[config.mk]
export PLATFORM = sky130hd
export DESIGN_NAME = sevenseg_scan_driver_flat
export DESIGN_NICKNAME = d
export VERILOG_FILES = /design/src/rtl/sevenseg_if.sv /design/src/rtl/sevenseg_scan_driver.sv /design/src/flat_wrapper.sv
export SDC_FILE = /design/constraint.sdc
export NUM_CORES = 1
export LEC_CHECK = 0
export CAP_MARGIN = 20
export CORE_MARGIN = 5
export CORE_UTILIZATION = 50
export CTS_CLUSTER_DIAMETER = 50
export DETAILED_ROUTE_END_ITERATION = 7
export PLACE_DENSITY_LB_ADDON = 0.2
export SYNTH_ARGS = -nofsm -noshare
export SYNTH_HDL_FRONTEND = slang
export SYNTH_SLANG_ARGS = --single-unit
[constraint.sdc]
create_clock -name clk -period 2.4 [get_ports clk]
set_input_delay 0.24 -clock clk [delete_from_list [all_inputs] [get_ports clk]]
set_output_delay 0.24 -clock clk [all_outputs]
set_load 0.01 [all_outputs]
[src/rtl/sevenseg_if.sv]
// Signal bundle between a host, the hex-to-segment decoder and the scan driver.
// The slave side is the scan driver; the master side is everything around it.
interface sevenseg_if;
  logic        load;
  logic [15:0] value;
  logic [3:0]  dp_en;
  logic        lz_blank;
  logic [3:0]  nib;
  logic [6:0]  ca_in;
  logic [6:0]  ca;
  logic        dp;
  logic [3:0]  an;
  logic [1:0]  digit_idx;
  logic        frame_tick;
  logic        fsm_state;

  // Handshake: load is a single-cycle strobe with no ready; value/dp_en/lz_blank
  // are sampled on every rising edge where load=1, and the last one before a frame
  // boundary wins.
  modport slave (
    input  load, value, dp_en, lz_blank, ca_in,
    output nib, ca, dp, an, digit_idx, frame_tick, fsm_state
  );

  modport master (
    output load, value, dp_en, lz_blank, ca_in,
    input  nib, ca, dp, an, digit_idx, frame_tick, fsm_state
  );
endinterface

[src/rtl/sevenseg_scan_driver.sv]
// Four-digit active-low seven-segment scanner with per-slot anode blanking,
// leading-zero suppression and frame-synchronous value updates.
module sevenseg_scan_driver #(
    parameter int SLOT_CYCLES  = 100000,
    parameter int BLANK_CYCLES = 1000
) (
    input logic       clk,
    input logic       rst_n,
    sevenseg_if.slave bus
);

    localparam int CW = (SLOT_CYCLES > 1) ? $clog2(SLOT_CYCLES) : 1;
    localparam logic [CW-1:0] SLOT_LAST  = CW'(SLOT_CYCLES - 1);
    localparam logic [CW-1:0] BLANK_LAST = CW'(BLANK_CYCLES - 1);

    typedef enum logic {ST_BLANK = 1'b0, ST_DRIVE = 1'b1} state_t;

    state_t      state_q, state_d;
    logic [CW-1:0] cnt_q, cnt_d;
    logic [1:0]  idx_q, idx_d;
    logic        ftick_q, ftick_d;
    logic [15:0] pend_val_q, pend_val_d, sh_val_q, sh_val_d;
    logic [3:0]  pend_dp_q, pend_dp_d, sh_dp_q, sh_dp_d;
    logic        pend_lz_q, pend_lz_d, sh_lz_q, sh_lz_d;
    logic [6:0]  ca_q, ca_d;
    logic        dp_q, dp_d;
    logic [3:0]  an_q, an_d;

    logic [3:0]  nib;
    logic [3:0]  lz_mask;

    always_comb begin
        nib = sh_val_q[3:0];
        case (idx_q)
            2'd0: nib = sh_val_q[3:0];
            2'd1: nib = sh_val_q[7:4];
            2'd2: nib = sh_val_q[11:8];
            2'd3: nib = sh_val_q[15:12];
            default: nib = sh_val_q[3:0];
        endcase
    end

    // A digit is suppressed when it and every digit to its left are zero.
    always_comb begin
        lz_mask    = 4'b0000;
        lz_mask[3] = sh_lz_q && (sh_val_q[15:12] == 4'h0);
        lz_mask[2] = lz_mask[3] && (sh_val_q[11:8] == 4'h0);
        lz_mask[1] = lz_mask[2] && (sh_val_q[7:4] == 4'h0);
    end

    always_comb begin
        state_d    = state_q;
        cnt_d      = (cnt_q == SLOT_LAST) ? '0 : cnt_q + 1'b1;
        idx_d      = idx_q;
        ftick_d    = 1'b0;
        pend_val_d = pend_val_q;
        pend_dp_d  = pend_dp_q;
        pend_lz_d  = pend_lz_q;
        sh_val_d   = sh_val_q;
        sh_dp_d    = sh_dp_q;
        sh_lz_d    = sh_lz_q;
        ca_d       = ca_q;
        dp_d       = dp_q;
        an_d       = an_q;

        if (bus.load) begin
            pend_val_d = bus.value;
            pend_dp_d  = bus.dp_en;
            pend_lz_d  = bus.lz_blank;
        end

        case (state_q)
            ST_BLANK: begin
                if (cnt_q == BLANK_LAST) begin
                    state_d = ST_DRIVE;
                    ca_d    = lz_mask[idx_q] ? 7'b1111111 : bus.ca_in;
                    dp_d    = ~sh_dp_q[idx_q];
                    an_d    = ~(4'b0001 << idx_q);
                end
            end
            ST_DRIVE: begin
                if (cnt_q == SLOT_LAST) begin
                    state_d = ST_BLANK;
                    idx_d   = idx_q + 2'd1;
                    ca_d    = 7'b1111111;
                    dp_d    = 1'b1;
                    an_d    = 4'b1111;
                    if (idx_q == 2'd3) begin
                        ftick_d  = 1'b1;
                        // A load coinciding with the boundary goes straight to the shadow.
                        sh_val_d = bus.load ? bus.value    : pend_val_q;
                        sh_dp_d  = bus.load ? bus.dp_en    : pend_dp_q;
                        sh_lz_d  = bus.load ? bus.lz_blank : pend_lz_q;
                    end
                end
            end
            default: state_d = ST_BLANK;
        endcase
    end

    always_ff @(posedge clk or negedge rst_n) begin
        if (!rst_n) begin
            state_q    <= ST_BLANK;
            cnt_q      <= '0;
            idx_q      <= 2'd0;
            ftick_q    <= 1'b0;
            pend_val_q <= 16'h0000;
            pend_dp_q  <= 4'h0;
            pend_lz_q  <= 1'b0;
            sh_val_q   <= 16'h0000;
            sh_dp_q    <= 4'h0;
            sh_lz_q    <= 1'b0;
            ca_q       <= 7'b1111111;
            dp_q       <= 1'b1;
            an_q       <= 4'b1111;
        end else begin
            state_q    <= state_d;
            cnt_q      <= cnt_d;
            idx_q      <= idx_d;
            ftick_q    <= ftick_d;
            pend_val_q <= pend_val_d;
            pend_dp_q  <= pend_dp_d;
            pend_lz_q  <= pend_lz_d;
            sh_val_q   <= sh_val_d;
            sh_dp_q    <= sh_dp_d;
            sh_lz_q    <= sh_lz_d;
            ca_q       <= ca_d;
            dp_q       <= dp_d;
            an_q       <= an_d;
        end
    end

    assign bus.nib        = nib;
    assign bus.ca         = ca_q;
    assign bus.dp         = dp_q;
    assign bus.an         = an_q;
    assign bus.digit_idx  = idx_q;
    assign bus.frame_tick = ftick_q;
    assign bus.fsm_state  = logic'(state_q);

endmodule

[src/flat_wrapper.sv]
// flat-port wrapper written by rule: the top's interface ports become plain ports
module sevenseg_scan_driver_flat 
#(
    parameter int SLOT_CYCLES  = 100000,
    parameter int BLANK_CYCLES = 1000
)
  (clk, rst_n, bus_load, bus_value, bus_dp_en, bus_lz_blank, bus_ca_in, bus_nib, bus_ca, bus_dp, bus_an, bus_digit_idx, bus_frame_tick, bus_fsm_state);
  sevenseg_if bus_i ();
  input logic clk;
  input logic rst_n;
  input wire logic [$bits(bus_i.load)-1:0] bus_load;
  input wire logic [$bits(bus_i.value)-1:0] bus_value;
  input wire logic [$bits(bus_i.dp_en)-1:0] bus_dp_en;
  input wire logic [$bits(bus_i.lz_blank)-1:0] bus_lz_blank;
  input wire logic [$bits(bus_i.ca_in)-1:0] bus_ca_in;
  output wire logic [$bits(bus_i.nib)-1:0] bus_nib;
  output wire logic [$bits(bus_i.ca)-1:0] bus_ca;
  output wire logic [$bits(bus_i.dp)-1:0] bus_dp;
  output wire logic [$bits(bus_i.an)-1:0] bus_an;
  output wire logic [$bits(bus_i.digit_idx)-1:0] bus_digit_idx;
  output wire logic [$bits(bus_i.frame_tick)-1:0] bus_frame_tick;
  output wire logic [$bits(bus_i.fsm_state)-1:0] bus_fsm_state;
  assign bus_i.load = bus_load;
  assign bus_i.value = bus_value;
  assign bus_i.dp_en = bus_dp_en;
  assign bus_i.lz_blank = bus_lz_blank;
  assign bus_i.ca_in = bus_ca_in;
  assign bus_nib = bus_i.nib;
  assign bus_ca = bus_i.ca;
  assign bus_dp = bus_i.dp;
  assign bus_an = bus_i.an;
  assign bus_digit_idx = bus_i.digit_idx;
  assign bus_frame_tick = bus_i.frame_tick;
  assign bus_fsm_state = bus_i.fsm_state;
  sevenseg_scan_driver #(.SLOT_CYCLES(SLOT_CYCLES), .BLANK_CYCLES(BLANK_CYCLES)) u_core (.clk(clk), .rst_n(rst_n), .bus(bus_i));
endmodule
==> run_results.csv, run 1 <==
group,metric,value,unit
sta,slew_violations,0,
grt,grt_pass1_wl,11400,µm
floorplan,initial_core_util,52.2,%
logic_synthesis,ys_ff_latch,75,
grt,antenna_found_initial,0,
route,drtIter0Drc,81,
sta,period_share,87.3,%
clock_tree,clk_pin_slew,0.08,ns
grt,grt_pass1_vias,2272,
power_and_ir_drop,vdd_ir_drop_max,499,µV
layout,final_cell_mix,"61 x dfrtp_1, 45 x clkdlybuf4s50_1, 30 x nor2_1, 23 x mux2_2, 20 x mux2_4",
critical_path,critPathMaxFanout,21,
logic_synthesis,yosysSeqAreaShare,56.4,%
floorplan,core_area,0.00642,mm²
floorplan,die_w,91.9,µm
route,viasPerCell,5.41,
critical_path,startpoint_type,"flop",
critical_path,arrival,2.32,ns
layout,n_antenna_cell,0,
route,route.detailed.drc,0,
critical_path,crit_chain,"ha_1 -> and4_1 -> and4_4 -> nand3_4 -> mux2_4",
route,via_count,2143,
layout,final.fill_count,497,
clock_tree,clkSinkCount,75,
critical_path,cp-end-kind,"flop",
placed_design,io_buffer_count,50,
sta,skew,0.00688,ns
route,antenna_left,0,
clock_tree,htree_num_levels,3,
clock_tree,cts_buffer_depth,2,
layout,final_common_cell,"dfrtp_1",
logic_synthesis,synth_fp_nets,291,
critical_path,required,2.62,ns
floorplan,die_h,91.9,µm
logic_synthesis,synth.distinct_cells,38,
floorplan,die_area,0.00844,mm²
power_and_ir_drop,power,2.57,mW
route,routedWlPerCell,16.9,µm
placed_design,dp_hpwl,4700,µm
floorplan,io_pins,51,
sta,fmax,477,MHz
route,drtPass1Iterations,6,
critical_path,crit_path_top_delay_cell,"mux2_4",
critical_path,crit_type,"reg2reg",
flow_run,cap_viol_max_count,0,
sta,tns,0,ns
sta,finalHoldViolCount,0,
critical_path,cp.buffers_inverters,0,
floorplan,std_cell_rows,29,
placed_design,globalplace.congestion,0.792,
sta,layout_min_cycle_time,2.10,ns
critical_path,reg2regPathDepth,5,
route,wl,6700,µm
logic_synthesis,syn-cell-area,0.00335,mm²
layout,drive_gt1_share,27.6,%
clock_tree,cts_tree,"built",
grt,grt_use_total,17.2,%
worst_hold_path,hold_path.class,"in2async",
logic_synthesis,yosysWarnings,0,
sta,setup_viol,0,
sta,tightest_slew,0.586,ns
clock_tree,clockRootBuffer,"clkbuf_8",
critical_path,path_depth,5,
layout,areaGrowthSynthToFinish,25.2,%
grt,grt-ovfl-total,0,
critical_path,max_stage_delay,0.43,ns
run_status,status,"finished, final reports clean",
sta,rsz0062_at_grt,"false",
logic_synthesis,syn_inst,254,
power_and_ir_drop,p_leak,1.92,nW
sta,slew_headroom,60.7,%
clock_tree,numCtsBuffers,9,
logic_synthesis,syn_avg_cell_area,13.2,µm²
grt,grt_max_degree,55,
layout,final_nets,352,
power_and_ir_drop,power_density,612,mW/mm²
critical_path,cp_top_family,"simple AND/OR/NAND/NOR gates",
clock_tree,clkLatencyLatePin,0.34,ns
[sequential cells by signal (all words and copies together) (netlist names)]
register / cells
u_core.cnt_q: 17
u_core.pend_val_q: 16
u_core.sh_val_q: 16
u_core.bus.ca: 7
u_core.bus.an: 4
u_core.pend_dp_q: 4
u_core.sh_dp_q: 4
u_core.bus.digit_idx: 2
u_core.bus.dp: 1
u_core.bus.frame_tick: 1
u_core.bus.fsm_state: 1
u_core.pend_lz_q: 1
u_core.sh_lz_q: 1
[synthesized netlist by cell type, drive strengths merged]
master / count / share of area [%]
dfrtp: 63 / 47
nand3: 12 / 2.2
clkbuf: 2 / 0.22
a21oi: 13 / 1.9
o21ai: 3 / 0.45
mux2: 43 / 17
o31ai: 1 / 0.22
xor2: 5 / 1.3
ha: 6 / 2.2
buf: 6 / 1.3
mux2i: 4 / 1.2
inv: 8 / 0.90
nand4: 3 / 0.75
nand2: 5 / 0.56
a222oi: 4 / 1.2
or2: 1 / 0.19
nor2: 30 / 3.4
nor3: 2 / 0.30
mux4: 1 / 0.67
nor2b: 1 / 0.19
and4: 3 / 0.86
nor4: 5 / 1.4
dfstp: 12 / 9.4
xnor2: 9 / 2.4
nor4bb: 3 / 0.90
and4b: 2 / 0.60
nand3b: 1 / 0.22
and3: 4 / 0.75
o21bai: 1 / 0.22
o2bb2ai: 1 / 0.45
[worst register-to-register path, delay by kind of cell (launching register included)]
kind,cells,cell delay [ns]
and+or+nand+nor,3,0.90
muxes,1,0.44
DFF,1,0.38
adders and majority gates,1,0.25
[final timing paths]
path                                      endpoint  slack (ns)       startpoint
worst max-delay path            u_core.sh_val_q[8]        0.30  u_core.cnt_q[0]
worst min-delay path            u_core.sh_val_q[2]        0.39            rst_n
worst max register to register  u_core.sh_val_q[8]        0.30  u_core.cnt_q[0]
worst min register to register     u_core.cnt_q[0]        0.48  u_core.cnt_q[0]
max in group asynchronous         u_core.bus.ca[4]        1.31            rst_n
min in group clk                  u_core.bus.ca[3]        0.47     bus_ca_in[3]
[cell type report]
| class | instances | area (µm²) | area share [%] |
|---|---|---|---|
| timing repair buffer | 58 | 581 | 13.8 |
| inverter | 8 | 30.0 | 0.715 |
| multi-input combinational | 163 | 1380 | 32.9 |
| sequential | 75 | 1890 | 45.1 |
| tap | 77 | 96.3 | 2.30 |
| clock buffer | 10 | 138 | 3.28 |
| clock inverter | 5 | 77.6 | 1.85 |
[power by group]
group          total [mW]  internal [mW]  leakage, nW  switching [mW]
Combinational       0.183          0.113        0.891          0.0707
Clock                1.05          0.604        0.108           0.443
Sequential           1.34           1.32        0.917          0.0233
[cells by family after synthesis]
group | count (synthesis) | share of synthesized area [%]
adders and majority gates | 6 | 2.24
DFF | 75 | 56.4
buffers and inverters | 16 | 2.43
and+or+nand+nor | 72 | 12.2
muxes | 48 | 18.6
xor gates and xnor gates | 14 | 3.66
AOI/OAI and AO/OA | 23 | 4.48
[metal layers]
metal	global-route usage, %	wire [µm]	part of all wire [%]	up-vias
li1	-	-	-	1019
met1	21.2	2990	45	1065
met2	27.9	3260	49	53
met3	6.38	345	5.2	6
met4	5.94	101	1.5	0
met5	0	0	0	-
[repair_timing]
| action | 4_1_cts | 5_1_grt |
|---|---|---|
| pin swaps | 0 | 3 |
| hold buffers | 1 | 0 |
| setup buffers | 2 | 1 |
| endpoints found under the hold margin | 21 | 0 |
| setup endpoints to repair | 4 | 4 |
| resized for setup | 3 | 4 |
[metrics by stage]
stage / util [%] / hold slack [ns] / std cells / cell area (µm²) / worst slack (ns)
global route: 65.4 / 0.452 / 396 / 4200 / 0.0779
floorplan: - / -0.0556 / 254 / 3350 / 0.666
global placement: 61.3 / 0.236 / 377 / 3940 / 0.328
detailed placement: 61.3 / 0.242 / 377 / 3940 / 0.263
CTS: 65.1 / 0.404 / 395 / 4180 / 0.0235
finish: 65.4 / 0.393 / 396 / 4200 / 0.304
Note: power is estimated with default switching activity, not from simulation.
==> run 2, diff against run 1 <==
MAX_ROUTING_LAYER = met4   (was unset)
==> run_results.csv, run 2 (synthesized netlist as in run 1, its figures left out) <==
group,metric,value,unit
placed_design,dpl_worst_slack,0.263,ns
sta,period_share,87.7,%
sta,slew_violations,0,
grt,met1_usage,21.2,%
layout,largestRegisters,"u_core.cnt_q: 17 flops, u_core.pend_val_q: 16 flops, u_core.sh_val_q: 16 flops",
floorplan,die_w,91.9,µm
layout,utilization,65.4,%
layout,final_nets,352,
critical_path,cp-end-kind,"flop",
layout,final_common_cell,"dfrtp_1",
floorplan,die_h,91.9,µm
sta,slew_headroom,61.7,%
power_and_ir_drop,power_density,612,mW/mm²
layout,drive_gt1_share,27.6,%
grt,grt_pass1_vias,2269,
clock_tree,numCtsBuffers,9,
critical_path,startpoint_type,"flop",
sta,setup_viol,0,
clock_tree,cts_tree,"built",
sta,skew,0.00753,ns
route,wl,6710,µm
critical_path,crit_type,"reg2reg",
grt,grtUsageMet3,6.38,%
critical_path,required,2.62,ns
clock_tree,cts_buffer_depth,2,
route,antenna_left,0,
route,route.detailed.drc,0,
route,viasPerCell,5.35,
floorplan,initial_core_util,52.2,%
placed_design,place_area,0.00394,mm²
clock_tree,htree_num_levels,3,
worst_hold_path,hold_path.class,"in2async",
floorplan,die_area,0.00844,mm²
clock_tree,clkSinkCount,75,
route,via_count,2120,
sta,rsz0062_at_grt,"false",
placed_design,globalplace.congestion,0.803,
grt,grt_pass1_wl,11400,µm
critical_path,arrival,2.33,ns
sta,tns,0,ns
sta,fmax,475,MHz
sta,layout_min_cycle_time,2.11,ns
layout,areaGrowthSynthToFinish,25.2,%
power_and_ir_drop,p_leak,1.92,nW
grt,antenna_found_initial,0,
layout,n_antenna_cell,0,
route,drtIter0Drc,105,
layout,largest_register_ffs,17,
layout,fin_area,0.00420,mm²
clock_tree,clockRootBuffer,"clkbuf_8",
run_status,status,"finished, final reports clean",
layout,final_cell_mix,"61 x dfrtp_1, 45 x clkdlybuf4s50_1, 30 x nor2_1, 23 x mux2_2, 20 x mux2_4",
sta,finalHoldViolCount,0,
grt,grt_max_degree,55,
grt,met2_usage,28.0,%
power_and_ir_drop,vdd_ir_drop_max,494,µV
grt,grt_use_total,17.7,%
floorplan,core_area,0.00642,mm²
sta,tightest_slew,0.572,ns
clock_tree,clkLatencyLatePin,0.34,ns
sta,timing.final.ws_setup,0.294,ns
placed_design,dp_hpwl,4700,µm
route,drtPass1Iterations,4,
grt,grt-busiest-layer,"met2",
floorplan,io_pins,51,
placed_design,io_buffer_count,50,
flow_run,cap_viol_max_count,0,
clock_tree,clk_pin_slew,0.08,ns
floorplan,std_cell_rows,29,
route,routedWlPerCell,16.9,µm
grt,grt-ovfl-total,0,
critical_path,critPathMaxFanout,21,
layout,regMostFlops,"u_core.cnt_q",
==> run 2: cell counts in the layout (fill, tap and decap cells not counted) <==
No cell type changed its count.
==> run 2: stage by stage <==
stage,hold WS [ns],power [mW],cells
after floorplan,-0.0556,1.44,254
after global placement,0.236,1.54,377
after detailed placement,0.242,1.55,377
after CTS,0.404,2.60,395
after global routing,0.452,2.68,396
final,0.395,2.57,396
==> run 2: path summary, 6_finish.rpt <==
path / start / to / slack, ns / cells after the start
worst max-delay path: u_core.cnt_q[0] / u_core.sh_val_q[8] / 0.29 / 5
worst min-delay path: rst_n / u_core.sh_val_q[2] / 0.40 / 2
worst max register to register: u_core.cnt_q[0] / u_core.sh_val_q[8] / 0.29 / 5
worst min register to register: u_core.cnt_q[0] / u_core.cnt_q[0] / 0.48 / 1
max in group asynchronous: rst_n / u_core.bus.ca[2] / 1.31 / 3
min in group clk: bus_ca_in[3] / u_core.bus.ca[3] / 0.47 / 3
==> run 2: layout make-up <==
| type | instances | area [µm²] |
|---|---|---|
| clock buffer | 10 | 138 |
| clock inverter | 5 | 77.6 |
| fill | 497 | 2220 |
| inverter | 8 | 30.0 |
| multi-input combinational | 163 | 1380 |
| sequential | 75 | 1890 |
| tap | 77 | 96.3 |
| timing repair buffer | 58 | 581 |
==> run 2: what timing repair did <==
action	4_1_cts	5_1_grt
buffers inserted	2	1
endpoints found under the setup margin	4	4
hold buffers	1	0
resized for setup	3	4
hold endpoints to repair	21	0
pin swaps	0	3
==> run 2: worst max-delay path: stages (launching register included) <==
cell	delay [ns]
dfrtp_1	0.38
ha_1	0.25
and4_1	0.29
and4_4	0.26
nand3_4	0.36
mux2_4	0.44
==> run 2: report_power, final <==
part	switching [mW]	total [mW]	internal [mW]
Combinational	0.0705	0.183	0.113
Clock	0.441	1.05	0.604
Sequential	0.0231	1.34	1.32
Total	0.535	2.57	2.03
==> run 2: per-layer routing <==
metal / routed length, µm / part of all wire [%]
met2: 3250 / 48
met5: 0 / 0
met3: 321 / 4.8
met1: 3030 / 45
met4: 101 / 1.5
==> run 3, diff against run 2 <==
PLACE_DENSITY = 0.77   (was unset)
PLACE_DENSITY_LB_ADDON = unset   (was 0.2)
==> run_results.csv, run 3 (synthesized netlist as in run 1, its figures left out) <==
group,metric,value,unit
run_status,status,"finished, final reports clean",
clock_tree,clkLatencyLatePin,0.35,ns
layout,final_common_cell,"dfrtp_1",
sta,holdWs,0.321,ns
sta,layout_min_cycle_time,2.33,ns
placed_design,globalplace.congestion,0.843,
clock_tree,numCtsBuffers,9,
critical_path,reg2regPathDepth,5,
route,routedWlPerCell,16.8,µm
sta,timing.final.ws_setup,0.0719,ns
clock_tree,clk_pin_slew,0.09,ns
layout,regMostFlops,"u_core.cnt_q",
floorplan,io_pins,51,
clock_tree,htree_num_levels,3,
route,viasPerCell,5.48,
critical_path,startpoint_type,"flop",
sta,slew_violations,0,
critical_path,max_stage_delay,0.50,ns
critical_path,cp_top_family,"buffers and inverters",
route,antenna_left,0,
critical_path,reg2reg_from,"u_core.cnt_q[0]",
clock_tree,cts_buffer_depth,2,
critical_path,crit_chain,"inv_1 -> ha_1 -> a222oi_1 -> mux2i_1 -> clkdlybuf4s50_1",
layout,final_cells,398,
sta,tns,0,ns
floorplan,die_area,0.00844,mm²
sta,tightest_slew,0.603,ns
placed_design,place_area,0.00394,mm²
sta,slew_headroom,59.6,%
route,wl,6680,µm
placed_design,dp.cells,378,
sta,rsz0062_at_grt,"false",
floorplan,initial_core_util,52.2,%
critical_path,cp.buffers_inverters,2,
floorplan,std_cell_rows,29,
worst_hold_path,hold_path.class,"in2async",
power_and_ir_drop,power_density,581,mW/mm²
floorplan,die_w,91.9,µm
flow_run,cap_viol_max_count,0,
sta,fmax,430,MHz
layout,final_cell_mix,"61 x dfrtp_1, 46 x clkdlybuf4s50_1, 30 x nor2_1, 23 x mux2_2, 20 x mux2_4",
critical_path,r2r-end,"u_core.sh_val_q[7]",
placed_design,io_buffer_count,50,
critical_path,required,2.16,ns
floorplan,core_area,0.00642,mm²
sta,skew,0.0117,ns
critical_path,crit_type,"reg2out",
critical_path,crit_path_top_delay_cell,"clkdlybuf4s50_1",
placed_design,dpl_worst_slack,0.283,ns
grt,grt_pass1_wl,11400,µm
sta,finalHoldViolCount,0,
clock_tree,cts_tree,"built",
layout,final_nets,353,
floorplan,die_h,91.9,µm
layout,n_antenna_cell,0,
layout,drive_gt1_share,28.0,%
power_and_ir_drop,vdd_ir_drop_max,318,µV
critical_path,cp-end-kind,"output pin",
grt,grt-ovfl-total,0,
route,drtPass1Iterations,5,
route,via_count,2182,
layout,largest_register_ffs,17,
power_and_ir_drop,p_leak,1.88,nW
layout,fin_area,0.00417,mm²
sta,period_share,97.0,%
placed_design,dp_hpwl,4830,µm
layout,areaGrowthSynthToFinish,24.5,%
clock_tree,clkSinkCount,75,
layout,largestRegisters,"u_core.cnt_q: 17 flops, u_core.pend_val_q: 16 flops, u_core.sh_val_q: 16 flops",
grt,antenna_found_initial,0,
route,route.detailed.drc,0,
route,drtIter0Drc,71,
critical_path,r2r_slack,0.31,ns
grt,grt_pass1_vias,2347,
critical_path,critPathMaxFanout,7,
grt,grt_max_degree,40,
grt,grt_use_total,17.5,%
sta,setup_viol,0,
clock_tree,clockRootBuffer,"clkbuf_8",
critical_path,arrival,2.09,ns
## run 3: changes by cell type in the layout (fill, tap and decap cells not counted)
cell / before / now
buf_4: 6 / 7
clkinvlp_4: 1 / 4
inv_6: 0 / 2
clkinv_2: 2 / 0
dlymetal6s2s_1: 4 / 3
clkdlybuf4s50_1: 45 / 46
bufinv_16: 2 / 0
## run 3: where the power goes
part / total [mW] / leakage (nW) / internal, mW / switching [mW]
registers: 1.34 / 0.917 / 1.32 / 0.0235
logic: 0.185 / 0.882 / 0.114 / 0.0710
clock network: 0.898 / 0.0815 / 0.410 / 0.488
## run 3: per-layer routing
layer  track usage (%)  part of all wire, %
met2              28.7                   49
met1              21.1                   45
met5                 -                    0
met4              7.30                  1.6
met3              3.68                  4.3
## run 3: worst max-delay path by stage
stage	startpoint	endpoint	slack, ns	cells after the start
after floorplan	u_core.cnt_q[0]	u_core.sh_dp_q[0]	0.67	6
final	u_core.bus.digit_idx[0]	bus_nib[2]	0.07	5
after global routing	u_core.bus.digit_idx[0]	bus_nib[2]	0.005	5
after detailed placement	u_core.bus.digit_idx[0]	bus_nib[1]	0.28	5
after global placement	u_core.bus.digit_idx[0]	bus_nib[2]	0.33	5
after CTS	u_core.bus.digit_idx[0]	bus_nib[1]	0.004	5
## run 3: per-stage QoR
step                      utilization (%)  power, mW
final                                65.0       2.42
after detailed placement             61.4       1.55
after global placement               61.4       1.54
after floorplan                         -       1.44
after global routing                 65.0       2.53
after CTS                            64.5       2.45
## run 3: timing repair
action / CTS / global route
setup endpoints to repair: 4 / 4
endpoints found under the hold margin: 13 / 0
resized for setup: 3 / 3
pin swaps: 0 / 3
hold buffers: 1 / 0
buffers inserted: 0 / 3
## run 3: area by class of cell
cell class	instances	area, µm²
timing repair buffer	59	586
sequential	75	1890
inverter	8	30.0
clock buffer	10	138
fill	478	2250
multi-input combinational	163	1380
tap	77	96.3
clock inverter	6	47.5
==> variant: new RTL, settings of run 2 <==
`BLANK_CYCLES` is set to 1000 in 2 places; all go to 750.
--- a/src/rtl/sevenseg_scan_driver.sv
+++ b/src/rtl/sevenseg_scan_driver.sv
@@ -2,7 +2,7 @@
 // leading-zero suppression and frame-synchronous value updates.
 module sevenseg_scan_driver #(
     parameter int SLOT_CYCLES  = 100000,
-    parameter int BLANK_CYCLES = 1000
+    parameter int BLANK_CYCLES = 750
 ) (
     input logic       clk,
     input logic       rst_n,
--- a/src/flat_wrapper.sv
+++ b/src/flat_wrapper.sv
@@ -2,7 +2,7 @@
 module sevenseg_scan_driver_flat 
 #(
     parameter int SLOT_CYCLES  = 100000,
-    parameter int BLANK_CYCLES = 1000
+    parameter int BLANK_CYCLES = 750
 )
   (clk, rst_n, bus_load, bus_value, bus_dp_en, bus_lz_blank, bus_ca_in, bus_nib, bus_ca, bus_dp, bus_an, bus_digit_idx, bus_frame_tick, bus_fsm_state);
   sevenseg_if bus_i ();
Behaviour: same outputs for any inputs over 10 cycles, from zero or initial values and one cycle with rst_n low; that may be too few to reach the edited logic, so the function may still have changed.
==> variant against run 2 <==
Area after synthesis grew 1.0%; global-route usage shrank 0.15 points; setup slack lost 0.17 ns; sequential cell count is the same; critical endpoint is now bus_nib[0]; routed wire length shrank 1.0%; total power shrank 0.35%; clock skew shrank 0.0010 ns; largest power group unchanged; design area grew 1.3%.
==> variant: results (changes against run 2) <==
| Metric | Value |
|---|---|
| Critical Path Slowest Stage Cell | `clkdlybuf4s50_1` |
| Sequential share of the synthesized area | `55.9% (-0.58 points)` |
| Wire per inst | `16.6 um (-2.2%)` |
| R2R cell count | `4 (-1)` |
| Largest net degree at the start of global routing | `76 (+38%)` |
| Worst skew pair latency | `0.33 ns` |
| Worst EP arrival | `2.04 ns (-0.29 ns)` |
| Synth Area in Adders | `2.59% (+0.35 points)` |
| WHS | `0.463 ns (+0.0679 ns)` |
| GRT Overall Usage | `17.6% (-0.15 points)` |
| Post-layout nets | `354 (+0.57%)` |
| Dpl cells | `383 (+1.6%)` |
| Via count | `2226 (+5.0%)` |
| Worst slew pin tran | `0.577 ns (+0.00489 ns)` |
| Synth Area in XOR/XNOR | `3.36% (-0.30 points)` |
| WL final | `6640 um (-1.0%)` |
| Mapped Cells | `256 (+0.79%)` |
| DR iter-0 viols | `128 (+22%)` |
| CTS clk-pin slew, worst paths | `0.08 ns (about the same)` |
| Leakage | `1.90 nW (-0.72%)` |
| Peak VDD IR | `0.354 mV (-28%)` |
| Worst R2R Start | `u_core.sh_val_q[12]$_DFFE_PN0P_` |
| Share of cells above drive strength 1 | `30.5% (+2.9 points)` |
| Dpl ws | `0.299 ns (+0.0354 ns)` |
| Outcome | `finished clean` |
| Post-synthesis mux area share | `19.9% (+1.4 points)` |
| DP Wirelength | `4580 um (-2.5%)` |
| Root buffer selected by CTS | `clkbuf_8` |
| RR Endpoint | `u_core.bus.ca[2]$_DFFE_PN1P_` |
| Compound-Gate Fraction of Synth Area | `6.17% (+1.7 points)` |
| Gp weighted congestion | `0.882 (+9.8%)` |
| Worst Skew | `0.00653 ns (-0.000999 ns)` |
| First-pass GRT wire length | `11500 um (+0.78%)` |
| Max Root-Sink Buffers | `2 (unchanged)` |
| Vias in the first global route | `2317 (+2.1%)` |
| Placed Instance Area | `4000 um2 (+1.7%)` |
| Crit-path max FO | `5 (-76%)` |
| CP max stage delay | `0.50 ns (+0.06 ns)` |
| Top flop regs | `u_core.cnt_q x17, u_core.pend_val_q x16, u_core.sh_val_q x16` |
| Post-synth top cells | `dfrtp_1 (63), mux2_2 (50), dfstp_2 (12), nand2_1 (10)` |
| Yosys warnings | `0 (unchanged)` |
| Net Count, Synth | `294 (+1.0%)` |
==> variant: changes by cell type after synthesis, moves of 4 or more <==
cell / change
mux2i_1: +5
a211o_1: +7
mux2_4: -20
nor2_1: -21
mux2_2: +27
or3_1: +4
nand2_1: +5
a21oi_1: -5
==> variant: worst max path at each step <==
| stage | slack, ns | endpoint | start |
|---|---|---|---|
| floorplan | 0.54 | u_core.sh_dp_q[0]$_DFFE_PN0P_ | u_core.cnt_q[0]$_DFF_PN0_ |
| global placement | 0.34 | bus_nib[2] | u_core.bus.digit_idx[0]$_DFFE_PN0P_ |
| detailed placement | 0.30 | bus_nib[1] | u_core.bus.digit_idx[0]$_DFFE_PN0P_ |
| CTS | 0.02 | bus_nib[2] | u_core.bus.digit_idx[0]$_DFFE_PN0P_ |
| global route | -0.002 | bus_nib[0] | u_core.bus.digit_idx[1]$_DFFE_PN0P_ |
| finish | 0.12 | bus_nib[0] | u_core.bus.digit_idx[0]$_DFFE_PN0P_ |
==> variant: worst max-delay path, delay by kind of cell, from the launching register on <==
kind | cells | cell delay, ns
flops | 1 | 0.40
compound gates | 1 | 0.32
fa+ha+maj | 1 | 0.26
mux | 1 | 0.14
buf+inv | 2 | 0.59
==> variant: routing by layer <==
metal  global-route usage [%]  part of all wire (%)  vias to the layer above
li1                         -                     -                     1054
met5                        -                     0                        -
met1                     23.1                    46                     1124
met3                     2.76                   2.6                        8
met2                     27.4                    49                       40
met4                     7.05                   1.6                        0
==> variant: power by group through the flow <==
stage | logic (mW) | clock network, mW | registers [mW]
6_report | 0.174 | 1.05 | 1.34
5_1_grt | 0.193 | 1.12 | 1.34
4_1_cts | 0.180 | 1.07 | 1.34
3_5_place_dp | 0.176 | 0 | 1.36
3_3_place_gp | 0.174 | 0 | 1.36
2_1_floorplan | 0.0783 | 0 | 1.35
==> variant: timing repair <==
item | CTS | global route
hold buffers | 1 | 0
endpoints found under the setup margin | 4 | 4
gates resized for setup | 2 | 5
pin swaps | 0 | 2
setup buffers | 1 | 0
endpoints found under the hold margin | 63 | 0
==> variant: cell type report <==
| type | instances | area, um2 |
|---|---|---|
| clock buffer | 10 | 128 |
| timing repair buffer | 59 | 586 |
| fill | 530 | 2430 |
| clock inverter | 6 | 90.1 |
| multi-input combinational | 162 | 1420 |
| sequential | 75 | 1890 |
| inverter | 9 | 33.8 |
| tap | 80 | 100 |
==> variant: kinds of logic (layout without fill, tap and decap cells) <==
kind of cell / Yosys count / in the layout
DFF: 75 / 75
muxes: 60 / 60
and+or+nand+nor: 56 / 56
AOI/OAI and AO/OA: 26 / 26
buffers and inverters: 19 / 84
xor gates and xnor gates: 13 / 13
adders and majority gates: 7 / 7
